`src/rtl/arb_pkg.sv`:
```
// rtl/arb_pkg.sv - shared types and constants for the main-bus arbiter
// Contents:
//   arb_state_e      FSM state encoding (IDLE, GRANT, OWN, RELEASE)
//   BUS_REQ_*        4-bit bus request codes; BUS_REQ_IDLE means "not requesting"
//   DEFAULT_NREQ     default number of requesters
//   DEFAULT_TIMEOUT  default OWN watchdog limit (used with ARB_TIMEOUT_EN)
package arb_pkg;

  typedef enum logic [1:0] {
    IDLE    = 2'd0,
    GRANT   = 2'd1,
    OWN     = 2'd2,
    RELEASE = 2'd3
  } arb_state_e;

  localparam logic [3:0] BUS_REQ_IDLE = 4'b0000;
  localparam logic [3:0] BUS_REQ_RECV = 4'b0001;
  localparam logic [3:0] BUS_REQ_OPND = 4'b0011;

  localparam int DEFAULT_NREQ    = 4;
  localparam int DEFAULT_TIMEOUT = 16;

endpackage

```
`src/rtl/bus_arbiter_if.sv`:
```
// rtl/bus_arbiter_if.sv - request/grant bundle between engines and the bus arbiter
// Parameter: NREQ number of requesters (2..8)
// Signals:
//   req_code    [4*NREQ]       per-requester request code, slice i = [4i+3:4i]
//   done_in     [NREQ]         per-requester completion level
//   grant       [NREQ]         one-hot grant, zero when no owner
//   oe_n                       active-low output enable to the owner
//   owner_id    [$clog2(NREQ)] current or last owner index
//   owner_code  [4]            owner's request code latched at grant
//   busy                       high in GRANT, OWN and RELEASE
//   timeout_err                one-cycle pulse on watchdog release
// Modports: master = arbiter side, slave = engine side
interface bus_arbiter_if #(
  parameter int NREQ = 4
);
  localparam int IW = $clog2(NREQ);

  logic [4*NREQ-1:0] req_code;
  logic [NREQ-1:0]   done_in;
  logic [NREQ-1:0]   grant;
  logic              oe_n;
  logic [IW-1:0]     owner_id;
  logic [3:0]        owner_code;
  logic              busy;
  logic              timeout_err;

  modport master (
    input  req_code, done_in,
    output grant, oe_n, owner_id, owner_code, busy, timeout_err
  );

  modport slave (
    output req_code, done_in,
    input  grant, oe_n, owner_id, owner_code, busy, timeout_err
  );

endinterface

```
`src/rtl/rr_picker.sv`:
```
// rtl/rr_picker.sv - combinational rotate-priority selector
// Parameter: NREQ number of requesters
// Ports:
//   req   in  [NREQ]  requesting vector
//   last  in  [IW]    index granted most recently; scan starts at last+1
//   valid out         at least one requester is requesting
//   idx   out [IW]    first requesting index after last, modulo NREQ
module rr_picker #(
  parameter int NREQ = 4,
  localparam int IW = $clog2(NREQ)
) (
  input  logic [NREQ-1:0] req,
  input  logic [IW-1:0]   last,
  output logic            valid,
  output logic [IW-1:0]   idx
);

  // Scan from the farthest offset down to the nearest so that the
  // closest requester after last is the final (winning) assignment.
  always_comb begin
    valid = 1'b0;
    idx   = '0;
    for (int k = NREQ; k >= 1; k--) begin
      if (req[(int'(last) + k) % NREQ]) begin
        valid = 1'b1;
        idx   = IW'((int'(last) + k) % NREQ);
      end
    end
  end

endmodule

```
`src/rtl/bus_arbiter.sv`:
```
// rtl/bus_arbiter.sv - round-robin arbiter and sequencer for the shared 4-bit main bus
// Parameters: NREQ (2..8) requesters; TIMEOUT (2..255) OWN watchdog limit
// Optional feature: define ARB_TIMEOUT_EN to enable the OWN watchdog; otherwise
//   timeout_err is tied low and OWN is held until done or request withdrawal.
// Ports:
//   clk    in  system clock, rising edge
//   rst_n  in  asynchronous active-low reset
//   bus    bus_arbiter_if.master (req_code, done_in in; grant, oe_n, owner_id,
//          owner_code, busy, timeout_err out)
module bus_arbiter
  import arb_pkg::*;
#(
  parameter int NREQ    = DEFAULT_NREQ,
  parameter int TIMEOUT = DEFAULT_TIMEOUT
) (
  input  logic          clk,
  input  logic          rst_n,
  bus_arbiter_if.master bus
);

  localparam int IW = $clog2(NREQ);

  if (NREQ < 2 || NREQ > 8) begin : g_bad_nreq
    $error("bus_arbiter: NREQ out of range");
  end
  if (TIMEOUT < 2 || TIMEOUT > 255) begin : g_bad_timeout
    $error("bus_arbiter: TIMEOUT out of range");
  end

  arb_state_e      state_q, state_d;
  logic [IW-1:0]   owner_id_q;
  logic [3:0]      owner_code_q;
  logic [IW-1:0]   last_q;
  logic            timeout_q;

  logic [NREQ-1:0] req_vec;
  logic            pick_valid;
  logic [IW-1:0]   pick_idx;
  logic [3:0]      owner_req;
  logic            release_cond;
  logic            wdog_expire;

  always_comb begin
    req_vec = '0;
    for (int i = 0; i < NREQ; i++) begin
      req_vec[i] = (bus.req_code[4*i +: 4] != BUS_REQ_IDLE);
    end
  end

  rr_picker #(.NREQ(NREQ)) u_picker (
    .req   (req_vec),
    .last  (last_q),
    .valid (pick_valid),
    .idx   (pick_idx)
  );

  // Only the owner's own done/withdrawal can end ownership.
  assign owner_req    = bus.req_code[4*int'(owner_id_q) +: 4];
  assign release_cond = bus.done_in[owner_id_q] || (owner_req == BUS_REQ_IDLE);

`ifdef ARB_TIMEOUT_EN
  logic [7:0] wdog_q;

  // Cleared while in GRANT so it reads 0 in the first OWN cycle.
  always_ff @(posedge clk or negedge rst_n) begin
    if (!rst_n) begin
      wdog_q <= '0;
    end else if (state_q == GRANT) begin
      wdog_q <= '0;
    end else if (state_q == OWN) begin
      wdog_q <= wdog_q + 8'd1;
    end
  end

  assign wdog_expire = (wdog_q == 8'(TIMEOUT - 1));
`else
  assign wdog_expire = 1'b0;
`endif

  // State register
  always_ff @(posedge clk or negedge rst_n) begin
    if (!rst_n) begin
      state_q <= IDLE;
    end else begin
      state_q <= state_d;
    end
  end

  // Next-state logic
  always_comb begin
    state_d = state_q;
    case (state_q)
      IDLE:    if (pick_valid) state_d = GRANT;
      GRANT:   state_d = OWN;
      OWN:     if (release_cond || wdog_expire) state_d = RELEASE;
      RELEASE: state_d = IDLE;
      default: state_d = IDLE;
    endcase
  end

  // Owner latches, round-robin pointer and timeout flag
  always_ff @(posedge clk or negedge rst_n) begin
    if (!rst_n) begin
      owner_id_q   <= '0;
      owner_code_q <= '0;
      last_q       <= IW'(NREQ - 1);
      timeout_q    <= 1'b0;
    end else begin
      if (state_q == IDLE && pick_valid) begin
        owner_id_q   <= pick_idx;
        owner_code_q <= bus.req_code[4*int'(pick_idx) +: 4];
        last_q       <= pick_idx;
      end
      // A normal release in the same cycle wins, so no error is flagged then.
      timeout_q <= (state_q == OWN) && !release_cond && wdog_expire;
    end
  end

  // Outputs decoded from registered state only
  always_comb begin
    bus.grant = '0;
    bus.oe_n  = 1'b1;
    bus.busy  = (state_q != IDLE);
    if (state_q == GRANT || state_q == OWN) begin
      bus.grant[owner_id_q] = 1'b1;
    end
    if (state_q == OWN) begin
      bus.oe_n = 1'b0;
    end
  end

  assign bus.owner_id    = owner_id_q;
  assign bus.owner_code  = owner_code_q;
  assign bus.timeout_err = timeout_q;

endmodule

```
`src/flat_wrapper.sv`:
```
// flat-port wrapper written by rule: the top's interface ports become plain ports
module bus_arbiter_flat import arb_pkg::*;
#(
  parameter int NREQ    = DEFAULT_NREQ,
  parameter int TIMEOUT = DEFAULT_TIMEOUT
)
  (clk, rst_n, bus_req_code, bus_done_in, bus_grant, bus_oe_n, bus_owner_id, bus_owner_code, bus_busy, bus_timeout_err);
  bus_arbiter_if #(.NREQ(NREQ)) bus_i ();
  input  logic clk;
  input  logic rst_n;
  input wire logic [$bits(bus_i.req_code)-1:0] bus_req_code;
  input wire logic [$bits(bus_i.done_in)-1:0] bus_done_in;
  output wire logic [$bits(bus_i.grant)-1:0] bus_grant;
  output wire logic [$bits(bus_i.oe_n)-1:0] bus_oe_n;
  output wire logic [$bits(bus_i.owner_id)-1:0] bus_owner_id;
  output wire logic [$bits(bus_i.owner_code)-1:0] bus_owner_code;
  output wire logic [$bits(bus_i.busy)-1:0] bus_busy;
  output wire logic [$bits(bus_i.timeout_err)-1:0] bus_timeout_err;
  assign bus_i.req_code = bus_req_code;
  assign bus_i.done_in = bus_done_in;
  assign bus_grant = bus_i.grant;
  assign bus_oe_n = bus_i.oe_n;
  assign bus_owner_id = bus_i.owner_id;
  assign bus_owner_code = bus_i.owner_code;
  assign bus_busy = bus_i.busy;
  assign bus_timeout_err = bus_i.timeout_err;
  bus_arbiter #(.NREQ(NREQ), .TIMEOUT(TIMEOUT)) u_core (.clk(clk), .rst_n(rst_n), .bus(bus_i));
endmodule
```
`config.mk`:
```
export PLATFORM = sky130hd
export DESIGN_NAME = bus_arbiter_flat
export DESIGN_NICKNAME = d
export VERILOG_FILES = /design/src/rtl/arb_pkg.sv /design/src/rtl/bus_arbiter_if.sv /design/src/rtl/rr_picker.sv /design/src/rtl/bus_arbiter.sv /design/src/flat_wrapper.sv
export SDC_FILE = /design/constraint.sdc
export NUM_CORES = 1
export LEC_CHECK = 0
export ABC_CLOCK_PERIOD_IN_PS = 2200
export CAP_MARGIN = 40
export CORE_MARGIN = 8
export CORE_UTILIZATION = 40
export CTS_CLUSTER_DIAMETER = 30
export CTS_CLUSTER_SIZE = 30
export DETAILED_ROUTE_END_ITERATION = 12
export GPL_TIMING_DRIVEN = 0
export PLACE_DENSITY_LB_ADDON = 0.3
export SKIP_CTS_REPAIR_TIMING = 1
export SLEW_MARGIN = 20
export SYNTH_ARGS = -nofsm -noshare
export SYNTH_HDL_FRONTEND = slang
export SYNTH_SLANG_ARGS = --single-unit
```
`constraint.sdc`:
```
create_clock -name clk -period 2.2 [get_ports clk]
set_clock_uncertainty 0.15 [all_clocks]
set_input_delay 0.55 -clock clk [delete_from_list [all_inputs] [get_ports clk]]
set_output_delay 0.55 -clock clk [all_outputs]
set_load 0.01 [all_outputs]
```
-- After elaboration in Yosys (flattened, before gate mapping)
Cells that the tools add are included.
- add/subtract/negate cells: 4
- eq/ne operators: 5
- bitwise operators: 4
- $lt $le $gt $ge: 6
- reduce and logical (&&, ||, !) cells: 16
- shift operators: 2
- muxes and demuxes: 29
- operators with widths (kind ; number):
    16-bit by 5-bit indexed part select with 4-bit output ; 2
    3-bit by 4-bit < comparator with 1-bit output, second input constant ; 4
    4-bit nonzero test ; 4
    1-bit two-way mux ; 15
    2-bit two-way mux ; 6
    1-bit binary-select mux with 2-bit select ; 5
    2-bit one-hot mux with 4 select lines ; 1
    2-bit OR reduction ; 4
    2-bit by 1-bit adder with 2-bit output, second input constant ; 2
    2-bit adder, second input constant ; 2
    1-bit bitwise AND, first input constant ; 4
    2-bit == test, second input constant ; 2
    4-bit zero test ; 1
    4-bit two-way mux ; 1
    2-bit by 1-bit inequality test with 1-bit output, second input constant ; 2
    2-bit by 3-bit < comparator with 1-bit output, second input constant ; 1
    1-bit demux with 2-bit select ; 1
    2-bit by 1-bit == test with 1-bit output, second input constant ; 1
    2-bit by 1-bit >= comparator with 1-bit output, second input constant ; 1
    1-bit logical AND ; 2
    2-bit zero test ; 1
    1-bit logical OR ; 2
    2-bit AND reduction ; 1
    2-bit nonzero test ; 1
- flip-flop bits (word level): 10
- output and inout bits: 13

-- Longest topological paths before layout
Gate-level depths: netlist of the first run.
- depth after elaboration: 12
- depth in mapped cells: 6
- mapped depth without buffers: 6

-- By module
From an unflattened synthesis of the first run, not the netlist that was laid out.
- cell total of the unflattened synthesis: 69
- area total of the unflattened synthesis: 752.0 µm²
- by module, submodules not included (module ; instances ; cells each ; area each (µm²) ; sequential area each (µm²)):
    bus_arbiter ; 1 ; 55 ; 660.6 ; 252.7
    rr_picker ; 1 ; 14 ; 91.3 ; 0.0

-- Worst setup path after synthesis of the first run
OpenSTA, ideal clock, no wires.
- path type: input to register
- from: input bus_req_code[8]
- to: register u_core.state_q[1]
- buffers on the path: 0
- setup slack: 45 ps
- required time: 1922 ps
- arrival time: 1877 ps
- cell stages on the path: 5
- path through: nor4_4 nor2_1 mux4_2 a21oi_2 mux2_1
- longest elaborated chain between the ends: 10
- ends and longest elaborated chain (item ; RTL line ; source):
    start: declaration ; flat_wrapper.sv:11 ; input wire logic [$bits(bus_i.req_code)-1:0] bus_req_code;
    4-bit nonzero test ; bus_arbiter.sv:46 ; req_vec[i] = (bus.req_code[4*i +: 4] != BUS_REQ_IDLE);
    1-bit binary-select mux with 2-bit select ; rr_picker.sv:24 ; if (req[(int'(last) + k) % NREQ]) begin
    1-bit two-way mux (implied by the code) (2 in series) ; rr_picker.sv:24 ;
    1-bit two-way mux (4 in series) ; rr_picker.sv:24 ;
    2-bit by 1-bit inequality test with 1-bit output (no source line) ; n/a ;
    2-bit AND reduction (no source line) (*) ; n/a ;
    end signal: assignment ; bus_arbiter.sv:85 ; state_q <= state_d;
    end: declaration ; bus_arbiter.sv:30 ; arb_state_e state_q, state_d;
Every way passes the cells marked *; elsewhere a longest branch is shown, timed or not. The select of a mux whose other input is x is not followed.
A chain may end at the register's enable or synchronous reset.

-- Final worst setup path of the first run
- from: input bus_req_code[3]
- to: register u_core.state_q[1]
Same word-level chain as after synthesis.

==> flow_summary.ini, run 1 <==
[placed_design]
portBuffers = 33
hpwl_um = 1750
pre_cts_ws_ns = -0.588
placed_area_sq_um = 1130
finalWeightedCongestion = 0.758

[finish]
fin_util = 0.669
num_antenna_cells = 0
fin_area_sq_um = 1260
nFillCells = 170
drive_gt1_frac = 0.161
syn2layout_area_growth_pct = 64.4
layout.nets = 143

[yosys]
syn_area_per_cell_sq_um = 9.57
synth_edf_count = 0
async_flop_share = 1.00
yosysTopAreaCellShare = 0.261
syn_nets = 104
ys_top_cells_by_count = nor2_1 (12), nand2_1 (9), dfrtp_1 (8), mux2i_1 (8), inv_1 (5)
yosys_register_bits = 10
syn_area_sq_um = 766
syn_inst = 80
synth.area.top_cells = dfrtp_1 (26%), mux2i_1 (10%), dfstp_2 (6.9%), nor2_1 (5.9%), nor4_4 (5.6%)
yosys_warnings = 0
synthFlopType = dfrtp_1
yosysMostFrequentCell = nor2_1
ys_seq_area_frac = 0.330
synth_cell_types = 33
synth_top_cell_by_area = dfrtp_1

[global_routing]
grt-ovfl-total = 0
grtUsageTotal = 0.119
antenna_found_initial = 0
grt_pass1_wl_um = 3290
grt_max_degree = 11
grt_pass1_vias = 719

[clock_tree]
cts_root_buf = clkbuf_4
cts.sinks = 10
cts-buffers-inserted = 3
htreeDepth = 1
clkLatencyLatePin_ns = 0.25
cts_tree = built
path_clk_slew_ns = 0.06
ctsLongestPathBuffers = 2

[floorplanning]
die_h_um = 59.8
fp.coreArea_sq_um = 1880
initial_core_util = 0.407
io_pins = 35
rows = 16
die_x_um = 59.8
die_area_sq_um = 3570

[sta]
final.period_utilization = 0.979
timing.fmax_mhz = 464
drv_slew = 0
fin_ws_ns = 0.0465
setup_violations = 0
finalCriticalPeriod_ns = 2.15
hold_viol = 0
rsz0062_at_grt = false
tns_ns = 0

[worst_setup_path]
setup.worst_path.start = bus_req_code[3]
crit_type = input pin to flop
cp_data_required_time_ns = 2.19
path_buf_inv = 1
r2r_start = u_core.last_q[1]
r2r_setup_slack_ns = 0.35
crit_chain = dlymetal6s2s_1, nor4_4, nor2_1, mux4_2, a21oi_2, mux2_1
slowest_delay_ns = 0.47
slowest_stage = mux4_2
path_delay_family = multiplexers
reg2reg_to = u_core.bus.owner_code[3]
worstSetupEndpointType = flop
cp.depth = 6
start_kind = input pin
worstPathArrival_ns = 2.14
setup.worst_path.end = u_core.state_q[1]
reg2reg_depth = 6
path_max_fanout = 5

[pwr]
p_total_mw = 1.50
p_leak_nw = 0.702
cellPowerDensity_nw_per_um2 = 1190
irDropWorstVdd_uv = 726

[detailed_routing]
first_pass_iters = 4
drtIter0Drc = 9
drcViolationCount = 0
routed_wl_um = 2080
drtAntennaViolNets = 0
vias = 721
viasPerCell = 4.97
detail_route.wl_per_cell_um = 14.4

[worst_hold_path]
hold_class = flop to flop

[status]
outcome = completed

[job]
max_cap_viol_count = 0
==> metrics by stage <==
stage          cells  hold WS (ns)
2_1_floorplan     80         0.104
3_3_place_gp     140         0.329
3_5_place_dp     140         0.337
4_1_cts          144         0.352
5_1_grt          145         0.386
6_report         145         0.344
==> state kept, by name, summed over array words and instances, names as in the netlist <==
signal / count
u_core.bus.owner_code: 4
u_core.state_q: 2
u_core.last_q: 2
u_core.bus.owner_id: 2
==> cell families after synthesis <==
| family | after synthesis | share of synthesized area |
|---|---|---|
| flip-flops | 10 | 0.330 |
| multiplexers | 10 | 0.149 |
| buffers and inverters | 8 | 0.0556 |
| AND/OR/NAND/NOR | 36 | 0.292 |
| adder cells (fa/ha/maj) | 2 | 0.0327 |
| AO/OA/AOI/OAI | 13 | 0.136 |
| other | 1 | 0.00490 |
==> layout make-up <==
| class | instances | area [sq um] | area share |
|---|---|---|---|
| Buffer | 3 | 23.8 | 0.0189 |
| Clock buffer | 4 | 36.3 | 0.0288 |
| Inverter | 5 | 18.8 | 0.0149 |
| Multi-Input combinational cell | 62 | 500 | 0.398 |
| Sequential cell | 10 | 253 | 0.201 |
| Tap cell | 27 | 33.8 | 0.0268 |
| Timing Repair Buffer | 34 | 393 | 0.312 |
==> worst min path at each step <==
stage,slack [ns],endpoint,cells past startpoint,from
final,0.34,u_core.bus.owner_code[0],2,u_core.bus.owner_code[0]
after global routing,0.39,u_core.state_q[0],1,u_core.state_q[0]
after CTS,0.35,u_core.bus.owner_code[0],2,u_core.bus.owner_code[0]
after detailed placement,0.34,u_core.bus.owner_code[0],2,u_core.bus.owner_code[0]
after global placement,0.33,u_core.state_q[0],1,u_core.state_q[0]
after floorplan,0.10,u_core.bus.owner_code[0],0,rst_n
==> metal layers <==
metal	vias to the layer above	global-route usage	part of all wire
li1	369	-	-
met1	342	0.143	0.43
met2	8	0.195	0.52
met3	2	0.0323	0.041
met4	0	0.0408	0.0048
met5	-	0	0
==> placed cells by master, fill, tap and decap left out, types with 2 or more instances in the layout <==
cell type / n
o21ai_0: 2
dfrtp_1: 8
nor4_4: 4
mux2i_1: 8
nand2_1: 9
o221ai_1: 4
clkdlybuf4s50_1: 11
dfstp_2: 2
buf_4: 2
o211ai_1: 2
clkbuf_4: 3
nor2_1: 12
inv_1: 5
dlymetal6s2s_1: 22
nor2b_1: 2
==> power by group <==
group / internal (mW) / switching, mW
combinational: 0.522 / 0.437
clock: 0.100 / 0.0561
sequential: 0.296 / 0.0836
total: 0.919 / 0.576
==> worst reg2reg max path: cells and delay by family (launching register included) <==
family | cells | cell delay [ns]
compound gates | 3 | 0.51
buf+inv | 1 | 0.15
flops | 1 | 0.56
simple gates | 2 | 0.39
(Power assumes the default switching activity.)
==> run 2: changes to the inputs <==
--- a/config.mk
+++ b/config.mk
@@ -12,8 +12,10 @@
 export CTS_CLUSTER_DIAMETER = 30
 export CTS_CLUSTER_SIZE = 30
 export DETAILED_ROUTE_END_ITERATION = 12
+export GPL_ROUTABILITY_DRIVEN = 1
 export GPL_TIMING_DRIVEN = 0
 export PLACE_DENSITY_LB_ADDON = 0.3
+export REMOVE_ABC_BUFFERS = 1
 export SKIP_CTS_REPAIR_TIMING = 1
 export SLEW_MARGIN = 20
 export SYNTH_ARGS = -nofsm -noshare
==> flow_summary.ini, run 2 (synthesized netlist as in run 1, its figures left out) <==
[detailed_routing]
drtAntennaViolNets = 0
viasPerCell = 4.99
routed_wl_um = 2270
detail_route.wl_per_cell_um = 15.4
first_pass_iters = 4
vias = 733
drtIter0Drc = 11
drcViolationCount = 0

[clock_tree]
cts.sinks = 10
htreeDepth = 1
ctsLongestPathBuffers = 2
cts_root_buf = clkbuf_4
cts_tree = built
clkLatencyLatePin_ns = 0.25
path_clk_slew_ns = 0.05
cts-buffers-inserted = 3

[sta]
hold_viol = 0
tns_ns = -0.0214
setup_violations = 1
hold_slack_ns = 0.344
timing.fmax_mhz = 450
rsz0062_at_grt = true
fin_ws_ns = -0.0214
drv_slew = 0
final.period_utilization = 1.01
finalCriticalPeriod_ns = 2.22

[worst_setup_path]
cp_data_required_time_ns = 2.16
worstPathArrival_ns = 2.18
r2r_setup_slack_ns = 0.34
setup.worst_path.start = bus_req_code[4]
setup.worst_path.end = u_core.bus.owner_code[1]
r2r_start = u_core.last_q[1]
reg2reg_to = u_core.bus.owner_code[1]
worstSetupEndpointType = flop
reg2reg_depth = 6
path_max_fanout = 5
start_kind = input pin
crit_type = input pin to flop

[pwr]
comb_power_share = 0.685
p_leak_nw = 0.704
p_total_mw = 1.57
p_sw_frac = 0.390
p_sw_uw = 613
irDropWorstVdd_uv = 825
clkPwrFrac = 0.072
power_frac_seq = 0.243
cellPowerDensity_nw_per_um2 = 1210
intPower_uw = 957

[status]
violations = negative setup slack
outcome = finished, violations left

[global_routing]
grtUsageTotal = 0.112
antenna_found_initial = 0
grt_pass1_wl_um = 3080
grt_max_degree = 11
grt-ovfl-total = 0
grt_pass1_vias = 674

[finish]
stdcell_count = 147
fin_util = 0.688
syn2layout_area_growth_pct = 69.1
mostFrequentLayoutCells = dlymetal6s2s_1 (20), nor2_1 (11), clkdlybuf4s50_1 (11), nand2_1 (8), dfrtp_1 (8)
largest_register_ffs = 4
mostFrequentLayoutCell = dlymetal6s2s_1
seqCellArea_sq_um = 253
num_antenna_cells = 0
drive_gt1_frac = 0.267
multiInputGateArea_sq_um = 541
layout.nets = 146
nFillCells = 152

[placed_design]
dpl.cell_count = 137
finalWeightedCongestion = 0.794
portBuffers = 33
hpwl_um = 1670

[floorplanning]
fp.coreArea_sq_um = 1880
initial_core_util = 0.407
die_area_sq_um = 3570
die_h_um = 59.8
rows = 16
io_pins = 35
die_x_um = 59.8

[worst_hold_path]
hold_class = flop to flop

[job]
max_cap_viol_count = 0
[run 2: cell count changes in the layout (fill, tap and decap cells not counted), moves of 2 or more]
cell | previous run | this run
dlymetal6s2s_1 | 22 | 20
mux2i_2 | 0 | 3
clkbuf_2 | 0 | 2
mux2i_1 | 8 | 5
buf_4 | 2 | 6
[run 2: layer usage]
metal  GRT usage  vias to the layer above  routed length, um
li1            -                      372                  -
met3      0.0344                        4                135
met1       0.130                      345                941
met5           0                        -                  0
met4      0.0408                        0                 32
met2       0.186                       12               1160
[run 2: worst min path at each step]
stage	start	cells past startpoint	slack, ns	to
global placement	u_core.state_q[0]	1	0.33	u_core.state_q[0]
CTS	u_core.bus.owner_code[1]	2	0.35	u_core.bus.owner_code[1]
detailed placement	u_core.bus.owner_code[1]	2	0.34	u_core.bus.owner_code[1]
floorplan	rst_n	0	0.10	u_core.bus.owner_code[0]
finish	u_core.bus.owner_code[1]	2	0.34	u_core.bus.owner_code[1]
global route	u_core.state_q[0]	1	0.37	u_core.state_q[0]
[run 2: per-stage QoR]
| stage | instance area (sq um) | worst slack, ns |
|---|---|---|
| after floorplan | 742 | -0.0365 |
| after global placement | 1110 | -0.749 |
| after detailed placement | 1110 | -0.812 |
| after CTS | 1130 | -0.543 |
| after global routing | 1290 | -0.0947 |
| final | 1290 | -0.0214 |
[run 2: cell type report]
type,instances,area share
timing repair buffer,40,0.329
tap,27,0.0261
multi-input combinational,62,0.417
clock buffer,3,0.0174
inverter,5,0.0145
sequential,10,0.195
[run 2: critical path, cell delays in order]
cell and delay, ns:
dlymetal6s2s_1 0.17, or4_4 0.57, a22oi_2 0.21, nand3_4 0.14
buf_4 0.17, mux2i_2 0.21, o221ai_1 0.16
[run 2: power groups by stage]
stage,Combinational [mW],Clock (mW),Sequential (mW)
after floorplan,0.513,0,0.390
after global placement,0.892,0,0.378
after detailed placement,0.910,0,0.381
after CTS,0.911,0.118,0.378
after global routing,1.17,0.128,0.396
final,1.08,0.113,0.382
